--- src/rtl/pipe_ctrl.sv ---
// pipe_ctrl: merges stall requests into a per-stage stall vector and turns exceptions/ertn into a held flush + redirect PC; all outputs registered, 1-cycle latency.
// No backpressure: inputs are consumed or dropped at the edge they are sampled; optional perf counters under PIPE_CTRL_PERF_EN.
module pipe_ctrl #(
  parameter int unsigned              STAGES       = 7,
  parameter int unsigned              NREQ         = 2,
  parameter logic [NREQ*STAGES-1:0]   STALL_MASK   = {7'b0111111, 7'b0111111},
  parameter int unsigned              EXC_W        = 2,
  parameter int unsigned              FLUSH_CYCLES = 1
) (
  input  logic              clk,
  input  logic              rst,
  input  logic [NREQ-1:0]   stallreq_i,
  input  logic [EXC_W-1:0]  excepttype_i,
  input  logic [31:0]       eentry_i,
  input  logic              ertn_i,
  input  logic [31:0]       era_i,
  output logic [STAGES-1:0] stall_o,
  output logic              flush_o,
  output logic [31:0]       new_pc_o
`ifdef PIPE_CTRL_PERF_EN
  ,
  output logic [31:0]       perf_stall_cyc_o,
  output logic [31:0]       perf_flush_cnt_o
`endif
);

  typedef enum logic {RUN, FLUSH} state_t;

  localparam logic [3:0] CNT_INIT   = 4'(FLUSH_CYCLES - 1);
  localparam state_t     HOLD_STATE = (FLUSH_CYCLES > 1) ? FLUSH : RUN;

  state_t            state;
  logic [3:0]        cnt;
  logic [STAGES-1:0] stall_merge;
  logic              exc_take;
  logic              event_take;
  logic [31:0]       target_pc;

  always_comb begin
    stall_merge = '0;
    for (int i = 0; i < NREQ; i++) begin
      if (stallreq_i[i]) stall_merge = stall_merge | STALL_MASK[i*STAGES +: STAGES];
    end
  end

  // Exception outranks ertn; the code itself is never decoded.
  assign exc_take   = (excepttype_i != '0);
  assign event_take = exc_take || ertn_i;
  assign target_pc  = exc_take ? eentry_i : era_i;

  always_ff @(posedge clk) begin
    if (rst) begin
      state    <= RUN;
      cnt      <= '0;
      stall_o  <= '0;
      flush_o  <= 1'b0;
      new_pc_o <= '0;
    end else begin
      case (state)
        RUN: begin
          if (event_take) begin
            flush_o  <= 1'b1;
            new_pc_o <= target_pc;
            stall_o  <= '0;
            cnt      <= CNT_INIT;
            state    <= HOLD_STATE;
          end else begin
            flush_o  <= 1'b0;
            new_pc_o <= '0;
            stall_o  <= stall_merge;
          end
        end
        FLUSH: begin
          // flush_o/new_pc_o hold; anything arriving now is dropped.
          stall_o <= '0;
          cnt     <= cnt - 4'd1;
          if (cnt == 4'd1) state <= RUN;
        end
        default: state <= RUN;
      endcase
    end
  end

`ifdef PIPE_CTRL_PERF_EN
  always_ff @(posedge clk) begin
    if (rst) begin
      perf_stall_cyc_o <= '0;
      perf_flush_cnt_o <= '0;
    end else if (state == RUN) begin
      if (event_take) perf_flush_cnt_o <= perf_flush_cnt_o + 32'd1;
      else if (stall_merge != '0) perf_stall_cyc_o <= perf_stall_cyc_o + 32'd1;
    end
  end
`endif

endmodule

--- config.mk ---
export PLATFORM = sky130hd
export DESIGN_NAME = pipe_ctrl
export DESIGN_NICKNAME = d
export VERILOG_FILES = /design/src/rtl/pipe_ctrl.sv
export SDC_FILE = /design/constraint.sdc
export NUM_CORES = 1
export LEC_CHECK = 0
export ABC_AREA = 1
export BUFFER_PORTS_ARGS = -buffer_cell sky130_fd_sc_hd__buf_2
export CAP_MARGIN = 20
export CORE_MARGIN = 4
export CORE_UTILIZATION = 43
export DETAILED_ROUTE_END_ITERATION = 12
export PLACE_DENSITY = 0.89
export SETUP_SLACK_MARGIN = 0.4
export SLEW_MARGIN = 10
export SYNTH_ARGS = -nofsm -noshare
export SYNTH_HDL_FRONTEND = slang
export SYNTH_SLANG_ARGS = --single-unit
--- constraint.sdc ---
create_clock -name clk -period 1.5 [get_ports clk]
set_input_delay 0.3 -clock clk [delete_from_list [all_inputs] [get_ports clk]]
set_output_delay 0.3 -clock clk [all_outputs]
set_load 0.02 [all_outputs]
==> results.rst, run 1 <==
.. list-table::
   :header-rows: 1

   * - Metric
     - Value
   * - Outcome
     - complete, no violations
   * - Unrepaired setup endpoints after global routing
     - yes
   * - Clock tree from TritonCTS
     - done
   * - Worst clock skew
     - 0.00210 ns
   * - Endpoints failing setup
     - 0
   * - Number of buffers inserted during clock tree synthesis
     - 5
   * - Commonest cells after routing, fill and taps aside
     - sky130_fd_sc_hd__nand2_1, sky130_fd_sc_hd__buf_2, sky130_fd_sc_hd__buf_4
   * - Initial cell density of the core
     - 0.452
   * - Number of standard cells in the layout, taps in and fillers out
     - 447
   * - Number of routed nets with antenna violations
     - 0
   * - Buffer and inverter count on the worst path
     - 1
   * - Area of the mapped netlist
     - between 1500 and 2000 sq um
   * - Crit path depth
     - 1
   * - GRT Max-Usage Layer
     - met2
   * - Number of nets in the layout
     - 469
   * - Worst path slowest cell
     - sky130_fd_sc_hd__dfxtp_4
   * - Cell area power density
     - 893 nW/um^2
   * - Hold Crit Class
     - input pin to register
   * - Yosys warning total
     - 0
   * - Minimum clock period after layout
     - 1.11 ns
   * - Antenna violations before repair
     - 0
   * - Largest net degree at the start of global routing
     - 33
   * - Number of cells after detailed placement
     - 437
   * - Combinational family with the most area after synthesis
     - simple AND/OR/NAND/NOR gates
   * - Total power after layout
     - 2.33 mW
   * - Cells on worst reg2reg path
     - 5
   * - Combinational fraction of design power
     - 0.193
   * - Via-per-instance ratio
     - 4.48
   * - Count of clock tree sinks
     - 39
   * - Required @ worst endpoint
     - approximately 1.2 ns
   * - Sort of element at the start of the critical path
     - register
   * - Die height
     - 73.3 microns
   * - Maximum vdd ir drop
     - 0.000593 V
   * - Slew HR
     - 0.650
   * - Gp weighted congestion
     - 0.782
   * - Switch share
     - 0.261
   * - Worst-Skew Late Latency
     - around 0.28 ns
   * - Post-Place Setup Slack
     - 0.229 ns
   * - Worst-margin pin slew
     - 0.524 ns
   * - Share of synthesized area spent on multiplexers
     - 0
   * - Post-synthesis sequential area ratio
     - 0.426
   * - Average size of a mapped cell
     - 6.32 sq um
   * - Residual overflow from global routing
     - 0
   * - Met1 Resource Use GR
     - 0.184
   * - Via total after detailed routing
     - 2001
   * - Global routing usage on met2
     - 0.340
   * - Syn-to-layout area delta
     - 42.1%
   * - Setup Crit Path Kind
     - register to output port
   * - Synthesized instance count
     - 290
   * - Setup TNS
     - 0 ns
   * - Critical path fanouts, max
     - 6
   * - Hold Violations, Final
     - 0
   * - Clock tree root driver cell
     - sky130_fd_sc_hd__clkbuf_8
   * - Bufs on Longest Clock Path
     - 2
   * - DRT Pass-1 Iters
     - 4
   * - Smallest setup slack after layout
     - 0.394 ns
   * - Net Sw Power
     - a little over 600 uW
   * - Share of power burned in the clock network
     - 0.320
   * - Aggregate routed wire length
     - roughly 4800 microns
   * - Number of DRC violations after detailed-routing iteration 0
     - 61
   * - Fraction of the mapped netlist area in simple logic gates
     - 0.460
   * - Wire length of the first global-routing pass
     - roughly 7500 microns
   * - Post-Synthesis Net Count
     - between 300 and 400
   * - Data arrival time at the worst-slack endpoint
     - around 0.81 ns
   * - #FFs+latches synth
     - 39
   * - Synth Area in Adders
     - 0.0137
   * - CORE AREA
     - 4060 sq um
   * - Maximum clock frequency
     - 0.904 GHz
   * - Die footprint
     - 5370 sq um
   * - Number of antenna cells inserted
     - 0
   * - Overall track demand over capacity in global routing
     - 0.175
   * - Xor/xnor share of the synthesized area
     - 0
   * - Relative contribution of sequential cells to total power
     - 0.487
   * - Routed length per placed instance
     - 10.8 microns
   * - Level count of the clock H-tree
     - 2
   * - Number of global-route vias before repair
     - 1816
   * - Max capacitance violation total
     - 0
   * - Family of cells with the greatest summed delay on the critical path
     - flip-flops
   * - Count of input and output buffers
     - between 100 and 150
   * - Pint
     - 1.72 mW
   * - Slew Limit Fails
     - 0
   * - Most common cell after layout, fill and taps aside
     - sky130_fd_sc_hd__nand2_1
   * - Post-synthesis compound-gate area fraction
     - 0.0123
   * - Placement row count
     - 23
   * - Fraction of layout instances using a drive strength above 1
     - 0.378
   * - Crit-path cells
     - buf_4
   * - Clock Pin Slew Worst Setup and Hold Paths
     - around 0.07 ns
   * - Utilization of the core after routing
     - 0.642
   * - Kind of end point of the critical path
     - output port
   * - HPWL Detailed
     - roughly 3700 microns
   * - Number of ports placed on the die boundary
     - around 110
   * - Distinct cell type count after synthesis
     - 17
   * - Period Utilization, post-route
     - 0.738
   * - Chip width
     - about 73 microns
   * - Met3 Use GR
     - 0.0397
   * - Static leakage power
     - 1.55 nW
   * - Remaining DRCs
     - 0
   * - Count of cells along the worst hold path
     - 2
   * - Crit-path max cell delay
     - approximately 0.38 ns
-- cell usage after synthesis --
cell,number,area share
sky130_fd_sc_hd__buf_6,3,0.018
sky130_fd_sc_hd__buf_2,9,0.025
sky130_fd_sc_hd__or2_2,2,0.0068
sky130_fd_sc_hd__a21oi_1,3,0.0082
sky130_fd_sc_hd__conb_1,1,0.0020
sky130_fd_sc_hd__o211ai_1,1,0.0041
sky130_fd_sc_hd__buf_4,6,0.025
sky130_fd_sc_hd__nor3_1,1,0.0027
sky130_fd_sc_hd__inv_2,3,0.0061
sky130_fd_sc_hd__nand2_2,1,0.0034
sky130_fd_sc_hd__dfxtp_1,39,0.43
sky130_fd_sc_hd__nor2_1,4,0.0082
sky130_fd_sc_hd__nor2_4,2,0.012
sky130_fd_sc_hd__nand2_1,203,0.42
sky130_fd_sc_hd__ha_1,2,0.014
sky130_fd_sc_hd__inv_1,6,0.012
sky130_fd_sc_hd__nand3_1,4,0.011
-- sequential cells by signal, summed over array words and instances (netlist names) --
name,count
cnt,4
flush_o,1
new_pc_o,32
stall_o,1
state,1
-- repair_timing --
item / 4_1_cts / 5_1_grt
buffers inserted: 0 / 2
pin swaps: 0 / 1
gates resized for setup: 13 / 45
hold buffers: 0 / 0
setup endpoints to repair: 10 / 65
-- power by group through the flow --
| stage | registers, mW | clock network, mW | logic (mW) |
|---|---|---|---|
| 6_report | 1.13 | 0.745 | 0.449 |
| 5_1_grt | 1.14 | 0.822 | 0.496 |
| 4_1_cts | 1.12 | 0.773 | 0.422 |
| 3_5_place_dp | 1.15 | 0 | 0.417 |
| 3_3_place_gp | 1.15 | 0 | 0.406 |
| 2_1_floorplan | 1.22 | 0 | 0.168 |
-- per-stage QoR --
| stage | hold slack [ns] | instance area (sq um) |
|---|---|---|
| after global placement | 0.432 | 2360 |
| after floorplan | 0.379 | 1830 |
| after CTS | 0.254 | 2490 |
| after global routing | 0.254 | 2610 |
| final | 0.260 | 2610 |
| after detailed placement | 0.433 | 2360 |
-- area by class of cell --
| class | count | area [sq um] |
|---|---|---|
| fillers | 392 | 1450 |
| multi-input cells | 224 | 898 |
| flip-flops and latches | 39 | 802 |
| repair buffers | 117 | 708 |
| clock buffers | 8 | 100 |
| well taps | 50 | 62.6 |
| inverters | 9 | 33.8 |
-- routing by layer --
metal | share of wire | vias up
met3 | 0.078 | 4
li1 | - | 1068
met2 | 0.52 | 66
met4 | 0.0081 | 0
met1 | 0.39 | 863
met5 | 0 | -
-- worst register-to-register path, stage by stage (launching register included) --
cell	delay [ns]
sky130_fd_sc_hd__dfxtp_2	0.32
sky130_fd_sc_hd__inv_1	0.05
sky130_fd_sc_hd__ha_1	0.15
sky130_fd_sc_hd__nand2_1	0.06
sky130_fd_sc_hd__or2_2	0.28
sky130_fd_sc_hd__a21oi_2	0.14
-- path summary, 6_finish.rpt --
path	to	slack, ns	from
setup reg to reg	cnt[2]	0.44	cnt[0]
hold / removal	stall_o[4]	0.26	rst
setup / recovery	stall_o[2]	0.39	stall_o[4]
hold reg to reg	new_pc_o[4]	0.45	new_pc_o[4]
-- cell families after synthesis --
| family | Yosys count |
|---|---|
| fa+ha+maj | 2 |
| simple gates | 217 |
| buf+inv | 27 |
| flops | 39 |
| other cells | 1 |
| compound gates | 4 |
No activity file was read; power rests on OpenSTA's default activity.
==> inputs of run 2 (changes only) <==
- ABC_AREA: 1 -> 0
- CORE_UTILIZATION: 43 -> 37
- PLACE_DENSITY: 0.89 -> 0.84
- clock period: 1.5 -> 0.92 ns (I/O delays scaled with it)
==> run 2 against run 1 <==
The run now ends with negative setup slack left. Final cell count down 21%. Synthesized cell count down 37%. Clock power up 44%. Largest cell class unchanged. Sequential share of layout area down 0.30 points. Largest power group unchanged. Clock skew about the same. Sequential power up 62%. Via count down 17%. Combinational power up 85%. Sequential cell count unchanged.
==> results.rst, run 2 <==
.. list-table::
   :header-rows: 1

   * - Metric
     - Value
   * - Maximum clock frequency
     - 0.797 GHz
   * - Required @ worst endpoint
     - 1.14 ns
   * - Post-Place Setup Slack
     - -0.341 ns
   * - Initial cell density of the core
     - 0.384
   * - Overall track demand over capacity in global routing
     - 0.167
   * - Wire length of the first global-routing pass
     - 7120 microns
   * - Placed instance area
     - between 2000 and 2500 sq um
   * - Number of DRC violations after detailed-routing iteration 0
     - 17
   * - Top cell type by total area after synthesis
     - sky130_fd_sc_hd__dfxtp_1
   * - Kind of end point of the critical path
     - register
   * - DRT Pass-1 Iters
     - 2
   * - Number of global-route vias before repair
     - 1621
   * - Number of routed nets with antenna violations
     - 0
   * - Crit path capture
     - cnt[3]
   * - Unrepaired setup endpoints after global routing
     - yes
   * - Max capacitance violation total
     - 0
   * - Top flip-flop cell by instance count after synthesis
     - sky130_fd_sc_hd__dfxtp_1
   * - Most common cell after layout, fill and taps aside
     - sky130_fd_sc_hd__buf_2
   * - Placement row count
     - 24
   * - Maximum vdd ir drop
     - 0.000967 V
   * - Largest register by flop count
     - new_pc_o
   * - Worst-Skew Late Latency
     - around 0.28 ns
   * - Area fraction of the dominant cell type after synthesis
     - 0.464
   * - Worst reg2reg path startpoint
     - cnt[1]
   * - Minimum clock period after layout
     - 1.26 ns
   * - Critical path fanouts, max
     - 2
   * - Via-per-instance ratio
     - 4.68
   * - Post-synthesis sequential area ratio
     - 0.464
   * - Register Area
     - 911 sq um
   * - Utilization of the core after routing
     - 0.682
   * - Post-Synthesis Net Count
     - 255
   * - #FFs+latches synth
     - 39
   * - Static leakage power
     - between 1 and 1.5 nW
   * - Via total after detailed routing
     - 1658
   * - Clock tree root driver cell
     - sky130_fd_sc_hd__clkbuf_8
   * - Startpoint of the most critical setup path
     - cnt[1]
   * - Area of the multi-input gates
     - 961 sq um
   * - FILL cells
     - 336
   * - Die footprint
     - ~5700 sq um
   * - Hold Crit Class
     - input pin to register
   * - Number of buffers inserted during clock tree synthesis
     - 5
   * - Number of ports placed on the die boundary
     - 111
   * - Total power after layout
     - roughly 3.7 mW
   * - Cells on worst reg2reg path
     - 3
   * - Fraction of synthesis flops using an asynchronous set or reset pin
     - 0
   * - Sort of element at the start of the critical path
     - register
   * - HPWL Detailed
     - 3320 microns
   * - Slew Limit Fails
     - 0
   * - Final standard cell area without fillers
     - 2990 sq um
   * - Syn-to-layout area delta
     - 77.7%
   * - Remaining DRCs
     - 0
   * - Smallest setup slack after layout
     - -0.335 ns
   * - Commonest cells after routing, fill and taps aside
     - sky130_fd_sc_hd__buf_2, sky130_fd_sc_hd__buf_6, sky130_fd_sc_hd__nand2_1
   * - Most frequent cell after synthesis
     - sky130_fd_sc_hd__dfxtp_1
   * - Count of input and output buffers
     - 109
   * - Chip width
     - ~75 microns
   * - Flip-flop count of the largest register, all copies and words added
     - 32
   * - Antenna violations before repair
     - 0
   * - Post-synth top cells
     - sky130_fd_sc_hd__dfxtp_1, sky130_fd_sc_hd__nand2_1, sky130_fd_sc_hd__mux2i_1, sky130_fd_sc_hd__o21ai_1, sky130_fd_sc_hd__buf_4
   * - Flop-to-flop setup slack
     - -0.34 ns
   * - Clock Pin Slew Worst Setup and Hold Paths
     - 0.07 ns
   * - Bufs on Longest Clock Path
     - 2
   * - Largest cells by area after synthesis
     - sky130_fd_sc_hd__dfxtp_1, sky130_fd_sc_hd__mux2i_1, sky130_fd_sc_hd__nand2_1, sky130_fd_sc_hd__o21ai_1, sky130_fd_sc_hd__buf_4
   * - Number of enable flip-flop cells after synthesis
     - 0
   * - Residual overflow from global routing
     - 0
   * - Capturing point of the worst reg2reg path
     - cnt[3]
   * - Number of antenna cells inserted
     - 0
   * - Outcome
     - complete, but fails checks
   * - Count of clock tree sinks
     - 39
   * - Hold Violations, Final
     - 0
   * - Largest net degree at the start of global routing
     - 17
   * - Cell area power density
     - 1250 nW/um^2
   * - Distinct cell type count after synthesis
     - 27
   * - Gp weighted congestion
     - 0.769
   * - Violations in the final reports
     - negative setup slack
   * - Data arrival time at the worst-slack endpoint
     - 1.48 ns
   * - Synthesized instance count
     - between 150 and 200
   * - Min-delay src
     - eentry_i[19]
   * - Level count of the clock H-tree
     - 2
   * - Clock tree from TritonCTS
     - done
   * - CORE AREA
     - about 4400 sq um
   * - Average size of a mapped cell
     - 9.24 sq um
   * - Setup Crit Path Kind
     - register to register
   * - Fraction of layout instances using a drive strength above 1
     - 0.666
   * - Yosys warning total
     - 0
   * - Endpoints failing setup
     - 75
   * - Routed length per placed instance
     - 13.9 microns
   * - Period Utilization, post-route
     - 1.36
   * - Area of the mapped netlist
     - 1680 sq um
   * - Die height
     - 75.4 microns
   * - Worst clock skew
     - 0.00207 ns
   * - Hold_ws
     - between 0.15 and 0.2 ns
   * - CTS Hold Buffers Added
     - 0
   * - Number of nets in the layout
     - 374
   * - Aggregate routed wire length
     - 4910 microns
   * - Largest regs
     - new_pc_o x32, cnt x4
## run 2: repair_timing
| action | CTS | global route |
|---|---|---|
| resized for setup | 95 | 21 |
| pin swaps | 5 | 5 |
| endpoints found under the setup margin | 78 | 78 |
| gates cloned | 3 | 0 |
| buffers inserted | 2 | 1 |
## run 2: layer usage
metal / part of all wire / vias up / wire [microns] / GRT usage
met4: 0.0090 / 0 / 44 / 0.0466
met2: 0.53 / 61 / 2590 / 0.325
met3: 0.086 / 5 / 423 / 0.0541
met5: 0 / - / 0 / 0
li1: - / 862 / - / -
met1: 0.38 / 730 / 1860 / 0.169
## run 2: how the worst min path moves through the flow
stage | endpoint | slack, ns | cells after the start
2_1_floorplan | cnt[0] | 0.25 | 1
3_3_place_gp | new_pc_o[8] | 0.44 | 2
4_1_cts | new_pc_o[19] | 0.16 | 3
6_report | new_pc_o[19] | 0.17 | 3
3_5_place_dp | new_pc_o[27] | 0.45 | 2
5_1_grt | new_pc_o[19] | 0.17 | 3
## run 2: per-stage QoR
stage               instances  TNS [ns]
global route              354    -11.91
global placement          340    -10.11
CTS                       353     -9.17
finish                    354     -9.25
floorplan                 182     -3.95
detailed placement        340    -10.94
## run 2: final cells by class
| type | count | area share |
|---|---|---|
| Clock buffer | 6 | 0.0243 |
| Clock inverter | 2 | 0.00251 |
| Inverter | 2 | 0.00335 |
| Multi-Input combinational cell | 127 | 0.322 |
| Sequential cell | 39 | 0.305 |
| Tap cell | 52 | 0.0218 |
| Timing Repair Buffer | 126 | 0.322 |
## run 2: kinds of logic after synthesis
| kind of cell | Yosys count | share of synthesized area |
|---|---|---|
| mux | 32 | 0.190 |
| simple gates | 49 | 0.138 |
| buf+inv | 19 | 0.0632 |
| flops | 39 | 0.464 |
| compound gates | 39 | 0.121 |
| xor+xnor | 1 | 0.00521 |
| fa+ha+maj | 2 | 0.0149 |
| other cells | 1 | 0.00223 |
## run 2: report_power, final
group | switching, mW | internal (mW)
sequential | 0.0685 | 1.76
clock | 0.551 | 0.517
combinational | 0.384 | 0.447
total | 1.00 | 2.72
## run 2: worst max-delay path, stage by stage (launching register included)
cell	delay, ns
sky130_fd_sc_hd__dfxtp_2	0.32
sky130_fd_sc_hd__or4b_1	0.52
sky130_fd_sc_hd__or2_1	0.24
sky130_fd_sc_hd__a21oi_2	0.11
==> inputs of run 3 (changes only) <==
- BUFFER_PORTS_ARGS: -buffer_cell sky130_fd_sc_hd__buf_2 -> not set
- CORE_UTILIZATION: 37 -> 55
- DONT_BUFFER_PORTS: not set -> 1
- PLACE_DENSITY: 0.84 -> 0.82
==> run 3 against run 2 <==
Count of clock-buffer cells in the layout up 1. Largest power group unchanged. Sequential power up 7%. Final cell count down 37%. Critical path type unchanged. The flow finishes with violations (negative hold slack, negative setup slack). Sequential cell count unchanged. Hold slack worse by 0.29 ns. Global-route usage up 4.9 points. Worst setup slack worse by 0.032 ns.
==> results.rst, run 3 (synthesis gave the netlist of run 2 again) <==
.. list-table::
   :header-rows: 1

   * - Metric
     - Value
   * - Bufs on Longest Clock Path
     - 2
   * - Minimum clock period after layout
     - 1.29 ns
   * - Die height
     - 63.3 microns
   * - Number of routed nets with antenna violations
     - 0
   * - Hold_ws
     - -0.124 ns
   * - Antenna violations before repair
     - 0
   * - CORE AREA
     - 2830 sq um
   * - Net Sw Power
     - 895 uW
   * - Number of cells after detailed placement
     - 206
   * - Chip width
     - 63.3 microns
   * - Violations in the final reports
     - negative hold slack, negative setup slack
   * - Number of global-route vias before repair
     - 1375
   * - Required @ worst endpoint
     - 1.20 ns
   * - Count of clock tree sinks
     - 39
   * - Gp weighted congestion
     - 0.663
   * - Maximum clock frequency
     - just under 0.8 GHz
   * - Fraction of layout instances using a drive strength above 1
     - 0.524
   * - Slew Limit Fails
     - 0
   * - Residual overflow from global routing
     - 0
   * - DRT Pass-1 Iters
     - 4
   * - Relative contribution of sequential cells to total power
     - 0.629
   * - Number of DRC violations after detailed-routing iteration 0
     - 48
   * - Data arrival time at the worst-slack endpoint
     - 1.57 ns
   * - Combinational fraction of design power
     - 0.104
   * - Setup Crit Path Kind
     - register to register
   * - FILL cells
     - 180
   * - Outcome
     - complete, but fails checks
   * - Worst path slowest cell
     - sky130_fd_sc_hd__or4b_4
   * - Number of standard cells in the layout, taps in and fillers out
     - 222
   * - Remaining DRCs
     - 0
   * - Pint
     - roughly 2.2 mW
   * - Setup TNS
     - -9.06 ns
   * - Sort of element at the start of the critical path
     - register
   * - Endpoints failing setup
     - 74
   * - Switch share
     - 0.287
   * - Hold Violations, Final
     - 6
   * - Via total after detailed routing
     - roughly 1400
   * - Max capacitance violation total
     - 0
   * - Crit-path max cell delay
     - 0.53 ns
   * - Clock tree root driver cell
     - sky130_fd_sc_hd__clkbuf_4
   * - Overall track demand over capacity in global routing
     - 0.217
   * - Unrepaired setup endpoints after global routing
     - yes
   * - Via-per-instance ratio
     - slightly above 6
   * - Initial cell density of the core
     - 0.594
   * - Clock tree from TritonCTS
     - done
   * - Kind of end point of the critical path
     - register
   * - HPWL Detailed
     - 3050 microns
   * - Most common cell after layout, fill and taps aside
     - sky130_fd_sc_hd__dfxtp_4
   * - Hold Crit Class
     - input pin to register
   * - Clock Pin Slew Worst Setup and Hold Paths
     - roughly 0.1 ns
   * - Number of ports placed on the die boundary
     - 111
   * - Crit-path cells
     - or4b_4 -> or2_1 -> a21oi_2
   * - Maximum vdd ir drop
     - 0.000920 V
   * - Number of antenna cells inserted
     - 0
   * - Worst-Skew Late Latency
     - about 0.35 ns
   * - Cell area power density
     - 1420 nW/um^2
   * - Flip-flop count of the largest register, all copies and words added
     - 32
   * - Static leakage power
     - 0.770 nW
   * - Aggregate routed wire length
     - approximately 4500 microns
   * - Commonest cells after routing, fill and taps aside
     - sky130_fd_sc_hd__dfxtp_4, sky130_fd_sc_hd__nand2_1, sky130_fd_sc_hd__mux2i_1
   * - Total power after layout
     - a little over 3 mW
   * - Largest net degree at the start of global routing
     - 23
   * - Period Utilization, post-route
     - 1.40
   * - Buffer and inverter count on the worst path
     - 0
   * - Smallest setup slack after layout
     - -0.367 ns
   * - Count of input and output buffers
     - 0
   * - Syn-to-layout area delta
     - 30.4%
   * - Critical path fanouts, max
     - 2
   * - Number of nets in the layout
     - 263
   * - Routed length per placed instance
     - between 20 and 25 microns
   * - Level count of the clock H-tree
     - 2
   * - Wire length of the first global-routing pass
     - 6730 microns
   * - Largest register by flop count
     - new_pc_o
   * - Die footprint
     - 4010 sq um
   * - Worst clock skew
     - 0.00474 ns
   * - Placement row count
     - 19
   * - Number of buffers inserted during clock tree synthesis
     - 5
   * - Largest regs
     - new_pc_o x32, cnt x4
   * - Family of cells with the greatest summed delay on the critical path
     - simple AND/OR/NAND/NOR gates
   * - Share of power burned in the clock network
     - 0.266
## run 3: cell types whose count changed in the layout (fill, tap and decap cells not counted), sizes merged
cell / before / now
buf: 126 / 14
clkbuf: 6 / 8
clkinv: 2 / 1
## run 3: path summary, 6_finish.rpt
check | startpoint | endpoint | slack, ns | cells past startpoint
min reg2reg | new_pc_o[24] | new_pc_o[24] | 0.52 | 2
max | cnt[1] | cnt[3] | -0.37 | 3
min | rst | cnt[0] | -0.12 | 1
max reg2reg | cnt[1] | cnt[3] | -0.37 | 3
## run 3: what timing repair did
action | in CTS | in global routing
pin swaps | 7 | 10
gates resized for setup | 17 | 32
setup endpoints to repair | 78 | 78
setup buffers | 2 | 2
cloned | 3 | 1
endpoints found under the hold margin | 7 | 7
## run 3: worst register-to-register path, stage by stage, from the launching register on
cell and delay, ns:
sky130_fd_sc_hd__dfxtp_2 0.34, sky130_fd_sc_hd__or4b_4 0.53, sky130_fd_sc_hd__or2_1 0.23, sky130_fd_sc_hd__a21oi_2 0.12
## run 3: cell type report
cell class                 count  area (sq um)  share of cell area
timing repair buffer          15           186              0.0850
multi-input combinational    127           992               0.453
clock inverter                 1          5.00             0.00228
inverter                       2          10.0             0.00457
tap                           31          38.8              0.0177
sequential                    39           915               0.417
clock buffer                   7          45.0              0.0205
## run 3: power by group through the flow
stage          registers (mW)  logic [mW]  clock network, mW
6_report                 1.96       0.325              0.829
5_1_grt                  1.98       0.354              0.935
4_1_cts                  1.96       0.277              0.848
3_5_place_dp             2.00       0.251                  0
3_3_place_gp             2.00       0.236                  0
2_1_floorplan            1.98       0.239                  0
## run 3: per-stage QoR
step	setup slack, ns	util	cell area (sq um)
2_1_floorplan	-0.300	-	1890
3_3_place_gp	-0.300	0.667	1890
3_5_place_dp	-0.379	0.667	1890
4_1_cts	-0.356	0.719	2030
5_1_grt	-0.381	0.775	2190
6_report	-0.367	0.775	2190
## run 3: routing by layer
layer  global-route usage  up-vias  routed length, microns
met3                0.105        9                     438
met1                0.207      625                    1560
met5                    0        -                       0
met4               0.0809        0                      70
li1                     -      644                       -
met2                0.398       73                    2410
